### src/rtl/mem_arbiter_pkg.sv
// Shared types and constants for the instruction/data memory-bus arbiter.
// Holds the FSM state encoding, default limits and the streak saturation helper.
package mem_arbiter_pkg;

  localparam int DATA_W           = 32;
  localparam int STREAK_W         = 3;
  localparam int WDOG_W           = 8;
  localparam int DEF_STARVE_LIMIT = 4;
  localparam int DEF_TIMEOUT      = 255;

  typedef enum logic [2:0] {
    S_IDLE   = 3'd0,
    S_BUSY_I = 3'd1,
    S_BUSY_D = 3'd2,
    S_DONE_I = 3'd3,
    S_DONE_D = 3'd4
  } state_t;

  function automatic logic [STREAK_W-1:0] sat_inc(input logic [STREAK_W-1:0] v,
                                                  input logic [STREAK_W-1:0] lim);
    return (v >= lim) ? lim : v + STREAK_W'(1);
  endfunction

endpackage

### src/rtl/mem_arbiter_watchdog.sv
// Bus-transaction watchdog: counts busy cycles without an ack and flags expiry
// on the cycle whose increment would make the count reach TIMEOUT.
module arb_watchdog
  import mem_arbiter_pkg::*;
#(
  parameter int TIMEOUT = DEF_TIMEOUT
) (
  input  logic i_clk,
  input  logic i_rst_n,
  input  logic i_clr,
  input  logic i_en,
  output logic o_expired
);

  localparam logic [WDOG_W-1:0] LAST = WDOG_W'(TIMEOUT - 1);

  logic [WDOG_W-1:0] r_cnt;

  always_ff @(posedge i_clk or negedge i_rst_n) begin
    if (!i_rst_n)   r_cnt <= '0;
    else if (i_clr) r_cnt <= '0;
    else if (i_en)  r_cnt <= r_cnt + WDOG_W'(1);
  end

  assign o_expired = i_en && (r_cnt == LAST);

endmodule

### src/rtl/mem_arbiter.sv
// Arbitrates one single-ported memory bus between instruction fetch and data
// access: data-first priority, starvation override for fetches, hung-bus watchdog.
module mem_arbiter
  import mem_arbiter_pkg::*;
#(
  parameter int STARVE_LIMIT = DEF_STARVE_LIMIT,
  parameter int TIMEOUT      = DEF_TIMEOUT
) (
  input  logic              i_clk,
  input  logic              i_rst_n,
  input  logic              i_inst_ren,
  input  logic [DATA_W-1:0] i_inst_addr,
  output logic [DATA_W-1:0] o_inst_data,
  output logic              o_inst_ready,
  output logic              o_inst_stall,
  input  logic              i_mem_ren,
  input  logic              i_mem_wen,
  input  logic [DATA_W-1:0] i_mem_addr,
  input  logic [DATA_W-1:0] i_mem_dout,
  output logic [DATA_W-1:0] o_mem_din,
  output logic              o_mem_ready,
  output logic              o_mem_stall,
  output logic              o_bus_req,
  output logic              o_bus_we,
  output logic [DATA_W-1:0] o_bus_addr,
  output logic [DATA_W-1:0] o_bus_wdata,
  input  logic              i_bus_ack,
  input  logic [DATA_W-1:0] i_bus_rdata,
  output logic              o_bus_err
);

  localparam logic [STREAK_W-1:0] STREAK_LIM = STREAK_W'(STARVE_LIMIT);

  state_t              r_state, w_next;
  logic                r_bus_req, r_bus_we, r_bus_err;
  logic [DATA_W-1:0]   r_bus_addr, r_bus_wdata, r_inst_data, r_mem_din;
  logic [STREAK_W-1:0] r_streak;
  logic                w_data_req, w_grant_i, w_grant_d, w_busy;
  logic                w_ack, w_expired, w_finish;

  assign w_data_req = i_mem_ren | i_mem_wen;
  assign w_busy     = (r_state == S_BUSY_I) || (r_state == S_BUSY_D);
  assign w_ack      = w_busy & i_bus_ack;
  assign w_finish   = w_ack | w_expired;

  arb_watchdog #(.TIMEOUT(TIMEOUT)) u_wdog (
    .i_clk     (i_clk),
    .i_rst_n   (i_rst_n),
    .i_clr     (w_grant_i | w_grant_d),
    .i_en      (w_busy & ~i_bus_ack),
    .o_expired (w_expired)
  );

  always_ff @(posedge i_clk or negedge i_rst_n) begin
    if (!i_rst_n) r_state <= S_IDLE;
    else          r_state <= w_next;
  end

  // A waiting fetch overrides data only once the streak has saturated.
  always_comb begin
    w_next    = r_state;
    w_grant_i = 1'b0;
    w_grant_d = 1'b0;
    case (r_state)
      S_IDLE: begin
        if (w_data_req && !(i_inst_ren && (r_streak == STREAK_LIM))) begin
          w_grant_d = 1'b1;
          w_next    = S_BUSY_D;
        end else if (i_inst_ren) begin
          w_grant_i = 1'b1;
          w_next    = S_BUSY_I;
        end
      end
      S_BUSY_I: if (w_finish) w_next = S_DONE_I;
      S_BUSY_D: if (w_finish) w_next = S_DONE_D;
      default:  w_next = S_IDLE;
    endcase
  end

  always_ff @(posedge i_clk or negedge i_rst_n) begin
    if (!i_rst_n) begin
      r_bus_req   <= 1'b0;
      r_bus_we    <= 1'b0;
      r_bus_addr  <= '0;
      r_bus_wdata <= '0;
      r_bus_err   <= 1'b0;
    end else begin
      if (w_grant_i || w_grant_d) begin
        r_bus_req   <= 1'b1;
        r_bus_we    <= w_grant_d & i_mem_wen;
        r_bus_addr  <= w_grant_d ? i_mem_addr : i_inst_addr;
        r_bus_wdata <= w_grant_d ? i_mem_dout : '0;
      end else if (w_finish) begin
        r_bus_req <= 1'b0;
      end
      if (w_expired) r_bus_err <= 1'b1;
    end
  end

  // Aborted transactions and completed writes return zero to the requester.
  always_ff @(posedge i_clk or negedge i_rst_n) begin
    if (!i_rst_n) begin
      r_inst_data <= '0;
      r_mem_din   <= '0;
    end else begin
      if (w_finish && (r_state == S_BUSY_I))
        r_inst_data <= w_ack ? i_bus_rdata : '0;
      if (w_finish && (r_state == S_BUSY_D))
        r_mem_din <= (w_ack && !r_bus_we) ? i_bus_rdata : '0;
    end
  end

  always_ff @(posedge i_clk or negedge i_rst_n) begin
    if (!i_rst_n)                              r_streak <= '0;
    else if (w_grant_i)                        r_streak <= '0;
    else if ((r_state == S_IDLE) && !i_inst_ren) r_streak <= '0;
    else if (w_grant_d)                        r_streak <= sat_inc(r_streak, STREAK_LIM);
  end

  assign o_inst_ready = (r_state == S_DONE_I);
  assign o_mem_ready  = (r_state == S_DONE_D);
  assign o_inst_stall = i_inst_ren & ~o_inst_ready;
  assign o_mem_stall  = w_data_req & ~o_mem_ready;
  assign o_inst_data  = r_inst_data;
  assign o_mem_din    = r_mem_din;
  assign o_bus_req    = r_bus_req;
  assign o_bus_we     = r_bus_we;
  assign o_bus_addr   = r_bus_addr;
  assign o_bus_wdata  = r_bus_wdata;
  assign o_bus_err    = r_bus_err;

endmodule

### config.mk
export PLATFORM = sky130hd
export DESIGN_NAME = mem_arbiter
export DESIGN_NICKNAME = d
export VERILOG_FILES = /design/src/rtl/mem_arbiter_pkg.sv /design/src/rtl/mem_arbiter_watchdog.sv /design/src/rtl/mem_arbiter.sv
export SDC_FILE = /design/constraint.sdc
export NUM_CORES = 1
export LEC_CHECK = 0
export BUFFER_PORTS_ARGS = -buffer_cell sky130_fd_sc_hd__buf_2
export CORE_MARGIN = 2
export CORE_UTILIZATION = 35
export DETAILED_ROUTE_END_ITERATION = 10
export PLACE_DENSITY = 0.68
export SLEW_MARGIN = 5
export SYNTH_ARGS = -nofsm -noshare
export SYNTH_HDL_FRONTEND = slang
export SYNTH_SLANG_ARGS = --single-unit
### constraint.sdc
create_clock -name i_clk -period 1.86 [get_ports i_clk]
set_clock_uncertainty 0.15 [all_clocks]
set_input_delay 0.279 -clock i_clk [delete_from_list [all_inputs] [get_ports i_clk]]
set_output_delay 0.279 -clock i_clk [all_outputs]
set_load 0.02 [all_outputs]
==> results.py, run 1 <==
metrics = {
    "outcome": {
        "outcome": "finished, final reports clean",
    },
    "final_layout": {
        "drive_gt1_share_pct": 36.5,
        "syn_to_final_growth_pct": 63.2,
        "final_cells": 1155,
        "layout_commonest_cell": "buf_2",
        "final_cell_mix": "buf_2, dfrtp_1, dlygate4sd3_1, nor2_1, a22o_1",
        "final_nets": 1060,
        "fillerInstances": 1341,
    },
    "routing": {
        "wirelength_um": 18500,
        "wire_per_inst_um": 16.0,
        "drc_errors": 0,
        "vias_per_cell": 4.98,
        "drtPass1Iterations": 4,
        "drtIter0Drc": 248,
        "antenna_left": 0,
        "vias": 5756,
    },
    "global_route": {
        "grt-busiest-layer": "met2",
        "grt_max_degree": 48,
        "antenna_found_initial": 1,
        "grt.overflow.total": 0,
        "grt_use_met1_pct": 25.2,
        "track_usage_pct": 21.1,
        "grt_pass1_vias": 5996,
        "use_met3_pct": 5.13,
        "grt_pass1_wl_um": 29600,
        "use_met2_pct": 35.5,
    },
    "yosys": {
        "ys.warnings.count": 0,
        "yosysTopAreaCell": "dfrtp_1",
        "synth_cell_types": 41,
        "yosysTopAreaCellShare_pct": 62.3,
        "syn_area_per_cell_um2": 11.2,
        "synthesis.area_mm2": 0.00583,
        "synthesis.nets": 660,
        "synth_cells": 522,
        "ys_seq_area_share_pct": 62.3,
        "ys_ff_latch": 145,
        "synth_area_leaders": "dfrtp_1, a22o_1, nor2_1, o21ai_0, o22ai_1",
    },
    "place": {
        "placed_cells": 994,
        "place_hpwl_um": 11300,
        "port_buffers": 268,
        "dp_slack_ns": 0.0661,
        "place.gp.congestion": 0.772,
    },
    "timing": {
        "rsz0062_at_grt": "yes",
        "fin_crit_ns": 1.80,
        "post-route-period-util_pct": 97.0,
        "worst_slack_ns": 0.0561,
        "slew_viol_final": 0,
        "maxSlewHeadroom_pct": 69.3,
        "fmaxAchievable_mhz": 554,
        "hold_viol_final": 0,
        "setup_viol": 0,
        "worst_pin_slew_ns": 0.461,
    },
    "hold_path": {
        "min-delay-path-class": "in -> reg",
        "holdCritStartpoint": "i_inst_addr[15]",
    },
    "power": {
        "intPower_mw": 9.83,
        "combPwrFrac_pct": 44.7,
        "pwr-share-seq_pct": 32.7,
        "leakagePower_nw": 4.65,
        "switching_share_pct": 39.4,
        "p_sw_mw": 6.39,
        "powerDensity_mw_per_mm2": 1710,
        "peakVddDrop_mv": 1.09,
        "clkPwrFrac_pct": 22.6,
    },
    "setup_path": {
        "path_max_fanout": 4,
        "critPathLaunch": "r_state[0]",
        "crit_required_ns": 1.43,
        "end_kind": "primary output",
        "reg2reg_from": "r_state[2]",
        "critPathLaunchType": "register",
        "critical_path_class": "reg -> out",
        "cp.arrival_ns": 1.37,
    },
    "floorplanning": {
        "ios": 269,
        "dieHeight_um": 133,
        "start_util_pct": 35.5,
        "die_x_um": 133,
        "num_rows": 47,
        "core_region_area_mm2": 0.0164,
        "dieArea_mm2": 0.0177,
    },
    "cts": {
        "htree_levels": 4,
        "clk_latency_ns": 0.41,
        "tritoncts": "done",
        "numCtsBuffers": 17,
        "cts_buffer_depth": 2,
        "cts_sinks": 145,
        "path_clk_slew_ns": 0.06,
        "cts-root-buf": "clkbuf_16",
    },
    "job": {
        "drv_cap": 0,
    },
}
## layout make-up
cell class              count  area (um2)  share of cell area, %
inverters                   6        22.5                  0.237
clock buffers              22         454                   4.78
multi-input cells         332        1990                   21.0
diodes                      1        2.50                 0.0263
clock inverters             9         180                   1.90
well taps                 220         275                   2.90
repair buffers            420        2950                   31.0
flip-flops and latches    145        3630                   38.2
## metrics by stage
step | TNS (ns) | utilization [%] | cell area [um2] | power [mW] | hold WS (ns)
2_1_floorplan | 0 | - | 5830 | 9.62 | -0.167
3_3_place_gp | 0 | 46.0 | 7540 | 12.1 | 0.102
3_5_place_dp | 0 | 46.0 | 7540 | 12.2 | 0.0979
4_1_cts | 0 | 57.5 | 9440 | 16.2 | 0.00135
5_1_grt | -0.0677 | 57.9 | 9500 | 17.2 | 0.00429
6_report | 0 | 57.9 | 9510 | 16.2 | 0.00907
## timing repair
item / in CTS / in global routing
endpoints found under the hold margin: 170 / 0
cloned: 0 / 1
hold buffers: 124 / 0
resized for setup: 2 / 12
setup endpoints to repair: 3 / 24
buffers inserted: 2 / 2
## routing by layer
metal | up-vias | part of all wire [%]
li1 | 2675 | -
met1 | 2741 | 41
met2 | 272 | 49
met3 | 68 | 6.2
met4 | 0 | 4.2
met5 | - | 0
## cell usage after synthesis, drive strengths merged
cell type / number
mux2i: 1
a31o: 1
nand3b: 1
o211ai: 2
ha: 4
a41oi: 1
o22ai: 32
and2: 3
nor3b: 1
o221ai: 1
nand4: 2
or2: 2
nor2b: 1
a22o: 65
and3: 3
a21oi: 5
a2bb2oi: 1
and4: 2
nor3: 2
inv: 6
o31ai: 1
or3: 4
nor2: 71
nand2: 38
dfrtp: 145
and4bb: 1
or2b: 1
clkbuf: 18
nand3: 10
buf: 21
o21ai: 73
xor2: 3
## worst max-delay path: stages, from the launching register on
cell and delay [ns]:
dfrtp_2 0.40, inv_2 0.06, nor3_2 0.18, buf_4 0.15
nor2b_1 0.04, buf_4 0.15
## power groups by stage
stage                     logic [mW]  clock network [mW]  registers [mW]
after global placement          6.77                   0            5.29
after CTS                       7.15                3.76            5.28
after floorplan                 2.73                   0            6.88
after global routing            7.83                3.90            5.45
final                           7.25                3.67            5.30
after detailed placement        6.89                   0            5.31
## sequential cells by signal, indices dropped and copies added, names as in the netlist
name	count
o_mem_din	32
o_bus_req	1
u_wdog.r_cnt	8
r_state	3
o_bus_wdata	32
o_bus_we	1
r_streak	3
o_bus_addr	32
o_bus_err	1
o_inst_data	32
## cell families (layout without fill, tap and decap cells)
logic type / Yosys count / count (layout) / synth area share, %
XOR/XNOR: 3 / 3 / 0.580
multiplexers: 1 / 1 / 0.172
flip-flops: 145 / 145 / 62.3
AO/OA/AOI/OAI: 182 / 182 / 21.1
adder cells (fa/ha/maj): 4 / 4 / 0.859
AND/OR/NAND/NOR: 142 / 142 / 10.9
buffers and inverters: 45 / 457 / 4.08
other: 0 / 1 / 0
## path summary, 6_finish.rpt
kind,to,slack (ns),depth (start not counted)
setup / recovery,o_inst_stall,0.06,5
hold / removal,o_bus_addr[15],0.009,3
setup reg to reg,o_inst_data[3],0.08,6
hold reg to reg,o_inst_data[31],0.35,1
max in group asynchronous,r_state[0],0.78,3
min in group asynchronous,o_inst_data[6],0.23,2
(Power assumes the default switching activity.)
==> inputs of run 2 (changes only) <==
--- a/config.mk
+++ b/config.mk
@@ -6,10 +6,12 @@
 export NUM_CORES = 1
 export LEC_CHECK = 0
 export BUFFER_PORTS_ARGS = -buffer_cell sky130_fd_sc_hd__buf_2
+export CELL_PAD_IN_SITES_DETAIL_PLACEMENT = 1
+export CELL_PAD_IN_SITES_GLOBAL_PLACEMENT = 2
 export CORE_MARGIN = 2
-export CORE_UTILIZATION = 35
+export CORE_UTILIZATION = 25
 export DETAILED_ROUTE_END_ITERATION = 10
-export PLACE_DENSITY = 0.68
+export PLACE_DENSITY = 0.79
 export SLEW_MARGIN = 5
 export SYNTH_ARGS = -nofsm -noshare
 export SYNTH_HDL_FRONTEND = slang
==> run 2 against run 1 <==
Against the previous run:
- setup slack worse by 0.028 ns
- utilization is 15 points lower
- non-clock buffer count is 12 higher
- critical path type unchanged
- critical endpoint unchanged
- largest power group unchanged
==> results.py, run 2 (synthesis gave the netlist of run 1 again) <==
metrics = {
    "routing": {
        "vias_per_cell": 4.56,
        "wire_per_inst_um": 17.5,
        "vias": 5754,
        "drc_errors": 0,
        "drtPass1Iterations": 4,
        "wirelength_um": 22000,
        "antenna_left": 0,
        "drtIter0Drc": 244,
    },
    "setup_path": {
        "path_max_fanout": 8,
        "worstPathCellList": "nor3_2 -> buf_4 -> nor2b_1 -> buf_4",
        "path_buf_inv": 2,
        "r2r_slack_ns": 0.06,
        "reg2reg_to": "o_bus_addr[9]",
        "crit_required_ns": 1.43,
        "end_kind": "primary output",
        "crit_top_cell": "buf_4",
        "critPathLaunch": "r_state[2]",
        "worst_path_max_delay_cell": "dfrtp_2",
        "critPathLaunchType": "register",
        "worst-r2r-cell-count": 7,
        "reg2reg_from": "r_state[2]",
        "critical_path_class": "reg -> out",
        "critPathMaxStageDelay_ns": 0.47,
        "cp.arrival_ns": 1.40,
        "cp_top_family": "flip-flops",
        "cp.depth": 4,
        "crit_end": "o_inst_stall",
    },
    "final_layout": {
        "diodes": 0,
        "stdcell_area_mm2": 0.00968,
        "fillerInstances": 2567,
        "final_cell_mix": "buf_2, dfrtp_1, dlygate4sd3_1, nor2_1, a22o_1",
        "regArea_mm2": 0.00363,
        "final_nets": 1073,
        "drive_gt1_share_pct": 37.3,
        "multi_input_area_mm2": 0.00200,
        "layout_commonest_cell": "buf_2",
        "final_cells": 1261,
        "syn_to_final_growth_pct": 66.2,
    },
    "power": {
        "powerDensity_mw_per_mm2": 1680,
        "peakVddDrop_mv": 0.607,
        "leakagePower_nw": 4.68,
        "power.total_mw": 16.2,
    },
    "cts": {
        "cts_buffer_depth": 2,
        "htree_levels": 4,
        "numCtsBuffers": 17,
        "clk_latency_ns": 0.41,
        "cts_sinks": 145,
        "path_clk_slew_ns": 0.06,
        "cts-root-buf": "clkbuf_16",
        "tritoncts": "done",
    },
    "global_route": {
        "grt_pass1_wl_um": 33800,
        "antenna_found_initial": 0,
        "grt_max_degree": 39,
        "track_usage_pct": 17.8,
        "grt.overflow.total": 0,
        "grt_pass1_vias": 6337,
    },
    "floorplanning": {
        "die_x_um": 157,
        "dieArea_mm2": 0.0245,
        "core_region_area_mm2": 0.0228,
        "num_rows": 55,
        "dieHeight_um": 157,
        "ios": 269,
        "start_util_pct": 25.6,
    },
    "timing": {
        "fmaxAchievable_mhz": 546,
        "post-route-period-util_pct": 98.5,
        "fin_crit_ns": 1.83,
        "setup_viol": 0,
        "hold_viol_final": 0,
        "worst_pin_slew_ns": 0.396,
        "rsz0062_at_grt": "yes",
        "slew_viol_final": 0,
        "totalNegativeSetupSlack_ns": 0,
        "maxSlewHeadroom_pct": 73.6,
    },
    "place": {
        "port_buffers": 268,
        "placed_cells": 1093,
        "place_hpwl_um": 13500,
        "place.gp.congestion": 0.786,
        "place_area_mm2": 0.00769,
    },
    "outcome": {
        "outcome": "finished, final reports clean",
    },
    "hold_path": {
        "min-delay-path-class": "in -> reg",
    },
    "job": {
        "drv_cap": 0,
    },
}
## run 2: metrics by stage
step / util (%) / setup WS [ns] / hold slack (ns)
after floorplan: - / 0.0662 / -0.167
after global routing: 42.5 / -0.0283 / 0.0306
after global placement: 33.8 / 0.0630 / 0.0641
after detailed placement: 33.8 / -0.0429 / 0.0657
final: 42.5 / 0.0282 / 0.0269
after CTS: 42.1 / -0.0315 / 0.00630
## run 2: layout make-up
cell class | instances | area share (%)
clock buffers | 20 | 4.51
clock inverters | 12 | 1.63
inverters | 6 | 0.233
multi-input cells | 333 | 20.7
flip-flops and latches | 145 | 37.5
well taps | 313 | 4.04
repair buffers | 432 | 31.4
## run 2: report_power, final
part / leakage, nW / switching, mW / internal (mW)
Sequential: 1.82 / 0.796 / 4.54
Combinational: 2.59 / 4.48 / 2.90
Clock: 0.281 / 1.39 / 2.12
Total: 4.68 / 6.67 / 9.56
## run 2: what timing repair did
action / CTS / global route
hold buffers: 128 / 0
setup endpoints to repair: 11 / 57
endpoints found under the hold margin: 255 / 0
gates cloned: 1 / 1
resized for setup: 2 / 15
pin swaps: 1 / 2
buffers inserted: 1 / 5
## run 2: metal layers
metal / GRT usage [%] / wire (um) / up-vias
li1: - / - / 2700
met1: 20.9 / 9300 / 2827
met2: 31.8 / 11200 / 193
met3: 4.21 / 1080 / 34
met4: 6.16 / 436 / 0
met5: 0 / 0 / -
## run 2: worst min-delay path by stage
| stage | from | endpoint | slack [ns] | cells past startpoint |
|---|---|---|---|---|
| floorplan | i_rst_n | o_bus_addr[0] | -0.17 | 0 |
| global placement | i_rst_n | o_bus_wdata[30] | 0.06 | 1 |
| detailed placement | i_rst_n | o_bus_wdata[30] | 0.07 | 1 |
| CTS | i_inst_addr[9] | o_bus_addr[9] | 0.006 | 3 |
| global route | i_inst_addr[9] | o_bus_addr[9] | 0.03 | 3 |
| finish | i_inst_ren | r_streak[2] | 0.03 | 3 |
## run 2: worst register-to-register path: stages, from the launching register on
cell and delay, ns:
dfrtp_2 0.47, nor3_2 0.19, buf_4 0.17, o211ai_1 0.10, buf_4 0.16, clkbuf_16 0.18, o22ai_1 0.22, nor2_1 0.07
